File: config.mk
export PLATFORM = sky130hd
export DESIGN_NAME = systolic_tile_sequencer
export DESIGN_NICKNAME = d
export VERILOG_FILES = /design/src/rtl/tpu_pkg.sv /design/src/rtl/sa_result_drain.sv /design/src/rtl/systolic_tile_sequencer.sv
export SDC_FILE = /design/constraint.sdc
export NUM_CORES = 1
export LEC_CHECK = 0
export ABC_CLOCK_PERIOD_IN_PS = 4000
export CORE_AREA = 2 2 329 331
export DETAILED_ROUTE_END_ITERATION = 10
export DIE_AREA = 0 0 331 333
export DONT_BUFFER_PORTS = 1
export GPL_TIMING_DRIVEN = 1
export PLACE_DENSITY = 0.3
export SLEW_MARGIN = 5
export SYNTH_ARGS = -nofsm -noshare
export SYNTH_HDL_FRONTEND = slang
export SYNTH_SLANG_ARGS = --single-unit
File: constraint.sdc
create_clock -name clk -period 4 [get_ports clk]
set_clock_uncertainty 0.2 [all_clocks]
set_input_delay 0.8 -clock clk [delete_from_list [all_inputs] [get_ports clk]]
set_output_delay 0.8 -clock clk [all_outputs]
set_load 0.005 [all_outputs]
File: src/rtl/tpu_pkg.sv
// Shared constants and sequencer state encoding for the 4x4 systolic tile datapath.
package tpu_pkg;

    localparam int SA_DIM          = 4;
    localparam int SA_FLUSH_CYCLES = 6;
    localparam int SA_A_W          = 8;
    localparam int SA_B_W          = 9;
    localparam int SA_ACC_W        = 32;

    localparam int SA_A_BUS_W   = SA_DIM * SA_A_W;
    localparam int SA_B_BUS_W   = SA_DIM * SA_B_W;
    localparam int SA_ROW_W     = SA_DIM * SA_ACC_W;
    localparam int SA_C_BUS_W   = SA_DIM * SA_ROW_W;
    localparam int SA_ROW_IDX_W = $clog2(SA_DIM);

    typedef enum logic [2:0] {
        ST_IDLE  = 3'd0,
        ST_START = 3'd1,
        ST_FEED  = 3'd2,
        ST_FLUSH = 3'd3,
        ST_DRAIN = 3'd4
    } seq_state_t;

endpackage

File: src/rtl/sa_result_drain.sv
// Streams the array result out one 128-bit row per valid/ready handshake.
// The row register is loaded once per tile and held while the consumer stalls.
module sa_result_drain
    import tpu_pkg::*;
(
    input  logic                    clk,
    input  logic                    rst_n,
    input  logic                    i_load,
    input  logic [SA_C_BUS_W-1:0]   i_c_bus,
    input  logic                    i_ready,
    output logic                    o_valid,
    output logic [SA_ROW_W-1:0]     o_data,
    output logic [SA_ROW_IDX_W-1:0] o_row,
    output logic                    o_last,
    output logic                    o_done
);

    logic                    r_valid;
    logic [SA_ROW_IDX_W-1:0] r_row;
    logic                    w_fire;
    logic                    w_at_last;

    assign w_fire    = r_valid && i_ready;
    assign w_at_last = (r_row == SA_ROW_IDX_W'(SA_DIM - 1));

    // NOTE: state registers use non-blocking assignments and the asynchronous active-low reset.
    always_ff @(posedge clk or negedge rst_n) begin
        if (!rst_n) begin
            r_valid <= 1'b0;
            r_row   <= '0;
        end else if (i_load) begin
            r_valid <= 1'b1;
            r_row   <= '0;
        end else if (w_fire) begin
            if (w_at_last) begin
                r_valid <= 1'b0;
                r_row   <= '0;
            end else begin
                r_row <= r_row + 1'b1;
            end
        end
    end

    // The array holds its results during drain, so the mux output is stable across stalls.
    always_comb begin
        o_data = '0;
        if (r_valid) begin
            o_data = i_c_bus[r_row * SA_ROW_W +: SA_ROW_W];
        end
    end

    assign o_valid = r_valid;
    assign o_row   = r_row;
    assign o_last  = r_valid && w_at_last;
    assign o_done  = w_fire && w_at_last;

endmodule

File: src/rtl/systolic_tile_sequencer.sv
// Command-driven sequencer feeding systolic_array_4x4 for one output tile and draining its result.
// Optional busy-cycle counter output perf_cycles when SEQ_PERF_CNT_EN is defined.
module systolic_tile_sequencer
    import tpu_pkg::*;
#(
    parameter int K_W    = 16,
    parameter int ADDR_W = 12
) (
    input  logic                    clk,
    input  logic                    rst_n,
    input  logic                    cmd_valid,
    output logic                    cmd_ready,
    input  logic [K_W-1:0]          cmd_k,
    input  logic [ADDR_W-1:0]       cmd_a_base,
    input  logic [ADDR_W-1:0]       cmd_b_base,
    output logic                    a_rd_en,
    output logic [ADDR_W-1:0]       a_rd_addr,
    input  logic [SA_A_BUS_W-1:0]   a_rd_data,
    output logic                    b_rd_en,
    output logic [ADDR_W-1:0]       b_rd_addr,
    input  logic [SA_B_BUS_W-1:0]   b_rd_data,
    output logic                    sa_start,
    output logic                    sa_vld,
    output logic [SA_A_BUS_W-1:0]   sa_a_bus,
    output logic [SA_B_BUS_W-1:0]   sa_b_bus,
    input  logic [SA_C_BUS_W-1:0]   sa_c_bus,
    output logic                    res_valid,
    input  logic                    res_ready,
    output logic [SA_ROW_W-1:0]     res_data,
    output logic [SA_ROW_IDX_W-1:0] res_row,
    output logic                    res_last,
    output logic                    busy
`ifdef SEQ_PERF_CNT_EN
    ,
    output logic [31:0]             perf_cycles
`endif
);

    seq_state_t      r_state;
    seq_state_t      w_state_nxt;
    logic [K_W-1:0]    r_k;
    logic [K_W-1:0]    r_cnt;
    logic [ADDR_W-1:0] r_a_ptr;
    logic [ADDR_W-1:0] r_b_ptr;

    logic w_accept;
    logic w_rd_en;
    logic w_k_zero;
    logic w_feed_last;
    logic w_flush_last;
    logic w_in_feed;
    logic w_drain_load;
    logic w_drain_done;

    assign w_accept     = cmd_valid && (r_state == ST_IDLE);
    assign w_k_zero     = (r_k == '0);
    assign w_feed_last  = (r_cnt == r_k - 1'b1);
    assign w_flush_last = (r_cnt == K_W'(SA_FLUSH_CYCLES - 1));
    assign w_in_feed    = (r_state == ST_FEED);

    always_ff @(posedge clk or negedge rst_n) begin
        if (!rst_n) begin
            r_state <= ST_IDLE;
        end else begin
            r_state <= w_state_nxt;
        end
    end

    // NOTE: every combinational output gets a default first so no path infers a latch.
    always_comb begin
        w_state_nxt = r_state;
        w_rd_en     = 1'b0;
        sa_start    = 1'b0;
        sa_vld      = 1'b0;
        unique case (r_state)
            ST_IDLE: begin
                if (cmd_valid) w_state_nxt = ST_START;
            end
            ST_START: begin
                sa_start    = 1'b1;
                w_rd_en     = !w_k_zero;
                w_state_nxt = w_k_zero ? ST_FLUSH : ST_FEED;
            end
            ST_FEED: begin
                sa_vld  = 1'b1;
                // Read i+1 is issued in FEED cycle i, so the last cycle issues nothing.
                w_rd_en = !w_feed_last;
                if (w_feed_last) w_state_nxt = ST_FLUSH;
            end
            ST_FLUSH: begin
                sa_vld = 1'b1;
                if (w_flush_last) w_state_nxt = ST_DRAIN;
            end
            ST_DRAIN: begin
                if (w_drain_done) w_state_nxt = ST_IDLE;
            end
            default: w_state_nxt = ST_IDLE;
        endcase
    end

    // Read pointers wrap modulo 2^ADDR_W; r_cnt restarts on every state change.
    always_ff @(posedge clk or negedge rst_n) begin
        if (!rst_n) begin
            r_k     <= '0;
            r_cnt   <= '0;
            r_a_ptr <= '0;
            r_b_ptr <= '0;
        end else begin
            if (w_accept) begin
                r_k     <= cmd_k;
                r_a_ptr <= cmd_a_base;
                r_b_ptr <= cmd_b_base;
            end else if (w_rd_en) begin
                r_a_ptr <= r_a_ptr + 1'b1;
                r_b_ptr <= r_b_ptr + 1'b1;
            end

            if (w_state_nxt != r_state) begin
                r_cnt <= '0;
            end else if (r_state == ST_FEED || r_state == ST_FLUSH) begin
                r_cnt <= r_cnt + 1'b1;
            end
        end
    end

    assign cmd_ready = (r_state == ST_IDLE);
    assign busy      = !cmd_ready;

    assign a_rd_en   = w_rd_en;
    assign b_rd_en   = w_rd_en;
    assign a_rd_addr = w_rd_en ? r_a_ptr : '0;
    assign b_rd_addr = w_rd_en ? r_b_ptr : '0;

    assign sa_a_bus  = w_in_feed ? a_rd_data : '0;
    assign sa_b_bus  = w_in_feed ? b_rd_data : '0;

    // The first DRAIN cycle arms the drain; beats start on the following cycle.
    assign w_drain_load = (r_state == ST_DRAIN) && !res_valid;

    sa_result_drain u_drain (
        .clk     (clk),
        .rst_n   (rst_n),
        .i_load  (w_drain_load),
        .i_c_bus (sa_c_bus),
        .i_ready (res_ready),
        .o_valid (res_valid),
        .o_data  (res_data),
        .o_row   (res_row),
        .o_last  (res_last),
        .o_done  (w_drain_done)
    );

`ifdef SEQ_PERF_CNT_EN
    logic [31:0] r_perf;

    always_ff @(posedge clk or negedge rst_n) begin
        if (!rst_n) begin
            r_perf <= '0;
        end else if (w_accept) begin
            r_perf <= '0;
        end else if (busy && (r_perf != '1)) begin
            r_perf <= r_perf + 1'b1;
        end
    end

    assign perf_cycles = r_perf;
`endif

endmodule

======== After elaboration in Yosys (flattened, before gate mapping) ========
Index checks and enable logic that the tools add are counted.
storage, ports and cells
  logic and storage cells ................. 65
  register bits after elaboration ......... 62
operators by class
  equality and inequality tests ........... 8
  shift-type cells ........................ 1
  add/sub/neg operators ................... 5
  multiplexer cells ....................... 26
  reductions and logical operators ........ 18
operators with widths
  kind                                                                     number
  512-bit by 10-bit indexed part select with 128-bit output                1
  128-bit 2-to-1 mux                                                       1
  12-bit 2-to-1 mux                                                        6
  36-bit 2-to-1 mux                                                        1
  16-bit 2-to-1 mux                                                        2
  32-bit 2-to-1 mux                                                        1
  12-bit by 1-bit adder with 12-bit output (second input constant)         2
  16-bit by 1-bit adder with 16-bit output (second input constant)         1
  16-bit equality test                                                     1
  16-bit by 3-bit equality test with 1-bit output (second input constant)  1
  16-bit logical NOT                                                       1
  16-bit by 1-bit subtractor with 16-bit output (second input constant)    1
  3-bit case mux with 5 select lines                                       1
  3-bit 2-to-1 mux                                                         4
  2-bit nonzero test                                                       4
  3-bit by 2-bit equality test with 1-bit output (second input constant)   2
  1-bit 2-to-1 mux                                                         6
  2-bit 2-to-1 mux                                                         3
  1-bit logical AND                                                        5
  1-bit logical NOT                                                        4
  3-bit by 1-bit equality test with 1-bit output (second input constant)   1
  3-bit equality test (second input constant)                              1
  3-bit logical NOT                                                        1
  3-bit != test                                                            1
  6 further kinds                                                          6

======== Longest topological paths before layout ========
  depth in word-level cells ............... 6
  mapped depth ............................ 12

======== By module ========
Synthesis repeated with hierarchy kept, for this count alone.
second synthesis, totals
  cell total of the unflattened synthesis .. 1007
  area, all modules ....................... 8521.9 sq um
by module, submodules not included
  module                   area an instance (sq um)  times used  cells an instance  sequential area each (sq um)
  systolic_tile_sequencer  4408.0                    1           548                1476.4
  sa_result_drain          4113.9                    1           459                75.1

======== Least setup slack after synthesis ========
Ideal clock, no wire load.
  path type ............................... register to output
  start point ............................. register r_k[8]
  end point ............................... output port a_rd_addr[10]
  slack ................................... 358 ps
  buffers on the path ..................... 1
  cell stages (with the launch flop) ...... 11
  arrival ................................. 2642 ps
  required time ........................... 3000 ps
  cell sequence ........................... dfrtp_1 > or3_4 > and4bb_4 > mux2_2 > mux2i_1 > o21ai_1 > a311oi_4 > nor2_4 > inv_2 > clkbuf_1 > and2_1
between the ends
  longest elaborated chain between the ends .. 5
  elaborated cells on any way between the ends .. 7
RTL lines
  item                                           RTL line                        text
  start, declared                                systolic_tile_sequencer.sv:41   logic [K_W-1:0] r_k;
  start signal, assigned                         systolic_tile_sequencer.sv:110  r_k <= cmd_k;
  16-bit by 1-bit subtractor with 16-bit output  systolic_tile_sequencer.sv:57   assign w_feed_last = (r_cnt == r_k - 1'b1);
  16-bit equality test                           systolic_tile_sequencer.sv:57
  1-bit logical NOT                              systolic_tile_sequencer.sv:87   w_rd_en = !w_feed_last;
  1-bit case mux with 2 select lines *           systolic_tile_sequencer.sv:75   unique case (r_state)
  12-bit 2-to-1 mux *                            systolic_tile_sequencer.sv:131  assign a_rd_addr = w_rd_en ? r_a_ptr : '0;
  end, declared                                  systolic_tile_sequencer.sv:17   output logic [ADDR_W-1:0] a_rd_addr,
Every way passes the cells marked *; elsewhere a longest branch is shown, timed or not.

======== Worst setup path in the final report ========
  start point ............................. register r_k[9]
  end point ............................... output port b_rd_addr[0]
between the ends
  longest elaborated chain between the ends .. 5
  elaborated cells on any way between the ends .. 7
RTL lines
  item                                           RTL line                        text
  16-bit by 1-bit subtractor with 16-bit output  systolic_tile_sequencer.sv:57
  16-bit equality test                           systolic_tile_sequencer.sv:57
  1-bit logical NOT                              systolic_tile_sequencer.sv:87
  1-bit case mux with 2 select lines *           systolic_tile_sequencer.sv:75
  12-bit 2-to-1 mux *                            systolic_tile_sequencer.sv:132  assign b_rd_addr = w_rd_en ? r_b_ptr : '0;
  end, declared                                  systolic_tile_sequencer.sv:20   output logic [ADDR_W-1:0] b_rd_addr,
Marked as above.

==> load_flow_metrics.sql <==
INSERT INTO impl_metrics (metric_group, metric, value, unit) VALUES
('run_status', 'run_status', 'completed', ''),
('sta', 'fin_ws', '0.04959', 'ns'),
('clocking', 'clkTransAtPathRegs', '0.05', 'ns'),
('die', 'core_area', '106600', 'µm²'),
('die', 'die_w', '331', 'µm'),
('placed_design', 'buffer_ports.inserted', '0', ''),
('setup_path', 'timing.critical_path.fanout_max', '7', ''),
('global_routing', 'grt_pass1_vias', '7674', ''),
('setup_path', 'r2r.worst_path.cells', '12', ''),
('synthesis', 'combinational_family_with_the_most_area_after_synthesis', 'multiplexers', ''),
('synthesis', 'synthDistinctLibCells', '57', ''),
('placed_design', 'pre_cts_slack', '0.1138', 'ns'),
('sta', 'max_slew.worst_pin.slew', '0.9084', 'ns'),
('placed_design', 'dp_cells', '2166', ''),
('setup_path', 'crit_path_start_kind', 'flip-flop', ''),
('cells_and_area', 'area_delta_synth_final', '30.01', '%'),
('synthesis', 'synth.mux.area_fraction', '0.3665', ''),
('power_and_ir_drop', 'power_report.internal_total', '3.823', 'mW'),
('setup_path', 'critical_path.n_buffers_inverters', '2', ''),
('cells_and_area', 'nets_final', '1427', ''),
('global_routing', 'global_route.usage.total', '0.1185', ''),
('placed_design', 'detailed_place_hpwl', '63200', 'µm'),
('synthesis', 'ys.flop_type', 'sky130_fd_sc_hd__dfrtp_1', ''),
('route', 'totalWireLength', '70980', 'µm'),
('sta', 'timing.final.hold_violations', '0', ''),
('die', 'floorplan.initialDensity', '0.07708', ''),
('clocking', 'numClockSinks', '62', ''),
('synthesis', 'synth.top_cells.by_area', 'sky130_fd_sc_hd__mux4_2 (35%), sky130_fd_sc_hd__dfrtp_1 (19%), sky130_fd_sc_hd__and2_1 (11%), sky130_fd_sc_hd__and3_1 (5.6%), sky130_fd_sc_hd__nand2_1 (3.0%)', ''),
('synthesis', 'ys_warn_count', '0', ''),
('setup_path', 'critical-path-top-delay-family', 'simple AND/OR/NAND/NOR gates', ''),
('synthesis', 'yosys.area_share.adder', '0.009137', ''),
('setup_path', 'crit-reg2reg-capture', 'r_a_ptr[10]$_DFFE_PN0P_', ''),
('power_and_ir_drop', 'share_seq_of_total_power', '0.213', ''),
('power_and_ir_drop', 'power.switching_fraction', '0.4555', ''),
('clocking', 'clk_root_buffer_cell', 'sky130_fd_sc_hd__clkbuf_16', ''),
('power_and_ir_drop', 'switching_component_of_the_power', '3.199', 'mW'),
('clocking', 'ctsHtreeMaxLevel', '3', ''),
('synthesis', 'yosys.area_share.simple', '0.2820', ''),
('setup_path', 'cpPeakStageDelay', '0.43', 'ns'),
('sta', 'finalSetupViolations', '0', ''),
('die', 'rows', '120', ''),
('cells_and_area', 'design_area', '10680', 'µm²'),
('route', 'drt-vias-per-instance', '3.628', ''),
('global_routing', 'antenna_violations_before_repair', '139', ''),
('cells_and_area', 'utilization', '0.1002', ''),
('cells_and_area', 'most-common-layout-cells', 'sky130_fd_sc_hd__and2_1 (145), sky130_fd_sc_hd__mux4_2 (128), sky130_fd_sc_hd__and3_1 (73), sky130_fd_sc_hd__nand2_1 (65), sky130_fd_sc_hd__dfrtp_1 (54)', ''),
('setup_path', 'r2r_start', 'r_k[9]$_DFFE_PN0P_', ''),
('synthesis', 'yosysTopAreaCell', 'sky130_fd_sc_hd__mux4_2', ''),
('global_routing', 'grt_pass1_wl', '83950', 'µm'),
('global_routing', 'grt.busiest_layer', 'met2', ''),
('cells_and_area', 'final_layout_size_suffix_gt1_frac', '0.2954', ''),
('synthesis', 'synth-seq-area-share', '0.1888', ''),
('synthesis', 'postSynthCellCount', '819', ''),
('clocking', 'insertion_delay', '0.34', 'ns'),
('setup_path', 'cp_data_required_time', '3.00', 'ns'),
('route', 'drt_iter0_drc', '634', ''),
('setup_path', 'kind_of_critical_path', 'flip-flop to output pin', ''),
('cells_and_area', 'final_cells', '2253', ''),
('sta', 'drv_slew', '0', ''),
('setup_path', 'cpMaxStageDelayCell', 'sky130_fd_sc_hd__dfrtp_2', ''),
('min_path', 'holdCritPathClass', 'input pin to asynchronous set/reset pin', ''),
('synthesis', 'synth_seq_cells', '62', ''),
('sta', 'minimum_clock_period', '3.950', 'ns'),
('sta', 'timing.fmax', '253.1', 'MHz'),
('synthesis', 'yosysTopAreaCellShare', '0.3508', ''),
('clocking', 'cts_tree', 'built', ''),
('cells_and_area', 'mostFrequentLayoutCell', 'sky130_fd_sc_hd__and2_1', ''),
('clocking', 'ctsLongestPathBuffers', '2', ''),
('global_routing', 'use_met2', '0.2008', ''),
('synthesis', 'postSynthAreaPerCell', '10.03', 'µm²'),
('die', 'die_height', '333', 'µm');
[worst reg2reg max path, delay by kind of cell, from the launching register on]
family | cells | cell delay, ns
buffers and inverters | 3 | 0.45
AND/OR/NAND/NOR | 4 | 1.18
flip-flops | 1 | 0.43
multiplexers | 2 | 0.47
AO/OA/AOI/OAI | 3 | 0.63
[power groups by stage]
| stage | sequential, mW | combinational, mW | clock (mW) |
|---|---|---|---|
| 2_1_floorplan | 1.09 | 3.57 | 0 |
| 3_3_place_gp | 1.51 | 4.35 | 0 |
| 3_5_place_dp | 1.52 | 4.34 | 0 |
| 4_1_cts | 1.51 | 4.37 | 0.830 |
| 5_1_grt | 1.57 | 5.13 | 0.859 |
| 6_report | 1.50 | 4.72 | 0.804 |
[worst max path at each step]
| stage | from | endpoint | slack (ns) | cells past startpoint |
|---|---|---|---|---|
| floorplan | r_k[8]$_DFFE_PN0P_ | a_rd_addr[10] | 0.36 | 10 |
| global placement | r_k[0]$_DFFE_PN0P_ | b_rd_addr[0] | 0.20 | 11 |
| detailed placement | r_k[0]$_DFFE_PN0P_ | b_rd_addr[0] | 0.11 | 11 |
| CTS | r_k[8]$_DFFE_PN0P_ | b_rd_addr[0] | 0.03 | 9 |
| global route | r_k[9]$_DFFE_PN0P_ | b_rd_addr[0] | -0.08 | 10 |
| finish | r_k[9]$_DFFE_PN0P_ | b_rd_addr[0] | 0.05 | 10 |
[layer usage]
layer  vias to the layer above  share of wire
li1                       3064              -
met1                      3990           0.36
met2                       851           0.47
met3                       218           0.13
met4                        52          0.030
met5                         -         0.0065
[synthesized netlist by cell type (all sizes together), types with 2 or more instances]
| master | n |
|---|---|
| nand2 | 67 |
| o211ai | 4 |
| and2 | 152 |
| nor3b | 2 |
| xor2 | 26 |
| dfrtp | 62 |
| o22ai | 2 |
| or3 | 5 |
| nand3b | 2 |
| a31oi | 6 |
| nor4b | 3 |
| mux4 | 128 |
| xnor2 | 23 |
| nand4 | 9 |
| nand3 | 15 |
| nor3 | 11 |
| mux2 | 7 |
| nor2 | 43 |
| clkbuf | 64 |
| and3 | 73 |
| buf | 19 |
| o211a | 3 |
| o2111ai | 4 |
| a22o | 2 |
| ha | 6 |
| a211o | 3 |
| nor2b | 10 |
| o31ai | 2 |
| a311oi | 2 |
| mux2i | 5 |
| inv | 12 |
| and4 | 3 |
| a211oi | 3 |
| o21ai | 22 |
| a21oi | 7 |
| nor4 | 5 |
[kinds of logic after synthesis]
| logic type | count (synthesis) |
|---|---|
| AO/OA/AOI/OAI | 63 |
| AND/OR/NAND/NOR | 404 |
| XOR/XNOR | 49 |
| adder cells (fa/ha/maj) | 6 |
| multiplexers | 140 |
| buffers and inverters | 95 |
| flip-flops | 62 |
[sequential cells by signal, indices dropped and copies added (netlist names)]
register	flops
u_drain.o_valid	1
r_k	16
r_a_ptr	12
u_drain.o_row	2
r_cnt	16
r_b_ptr	12
r_state	3
[metrics by stage]
step,setup TNS [ns],hold WS [ns]
4_1_cts,0,0.1567
3_3_place_gp,0,0.3069
3_5_place_dp,0,0.3069
2_1_floorplan,0,0.2882
5_1_grt,-0.9534,0.1593
6_report,0,0.1405
[layout make-up]
| class | instances | area, µm² |
|---|---|---|
| Fill cell | 12300 | 95920 |
| Multi-Input combinational cell | 662 | 6372 |
| Tap cell | 1403 | 1755 |
| Sequential cell | 62 | 1569 |
| Timing Repair Buffer | 48 | 484.2 |
| Clock buffer | 12 | 266.5 |
| Antenna cell | 51 | 127.6 |
| Inverter | 12 | 52.55 |
| Clock inverter | 1 | 30.03 |
| Timing Repair inverter | 2 | 25.02 |
[what timing repair did]
action,in CTS,in global routing
pin swaps,1,9
hold endpoints to repair,62,0
hold buffers,1,0
buffers inserted,0,20
resized for setup,4,34
cloned,0,2
endpoints found under the setup margin,26,26
Note: power is estimated with default switching activity, not from simulation.
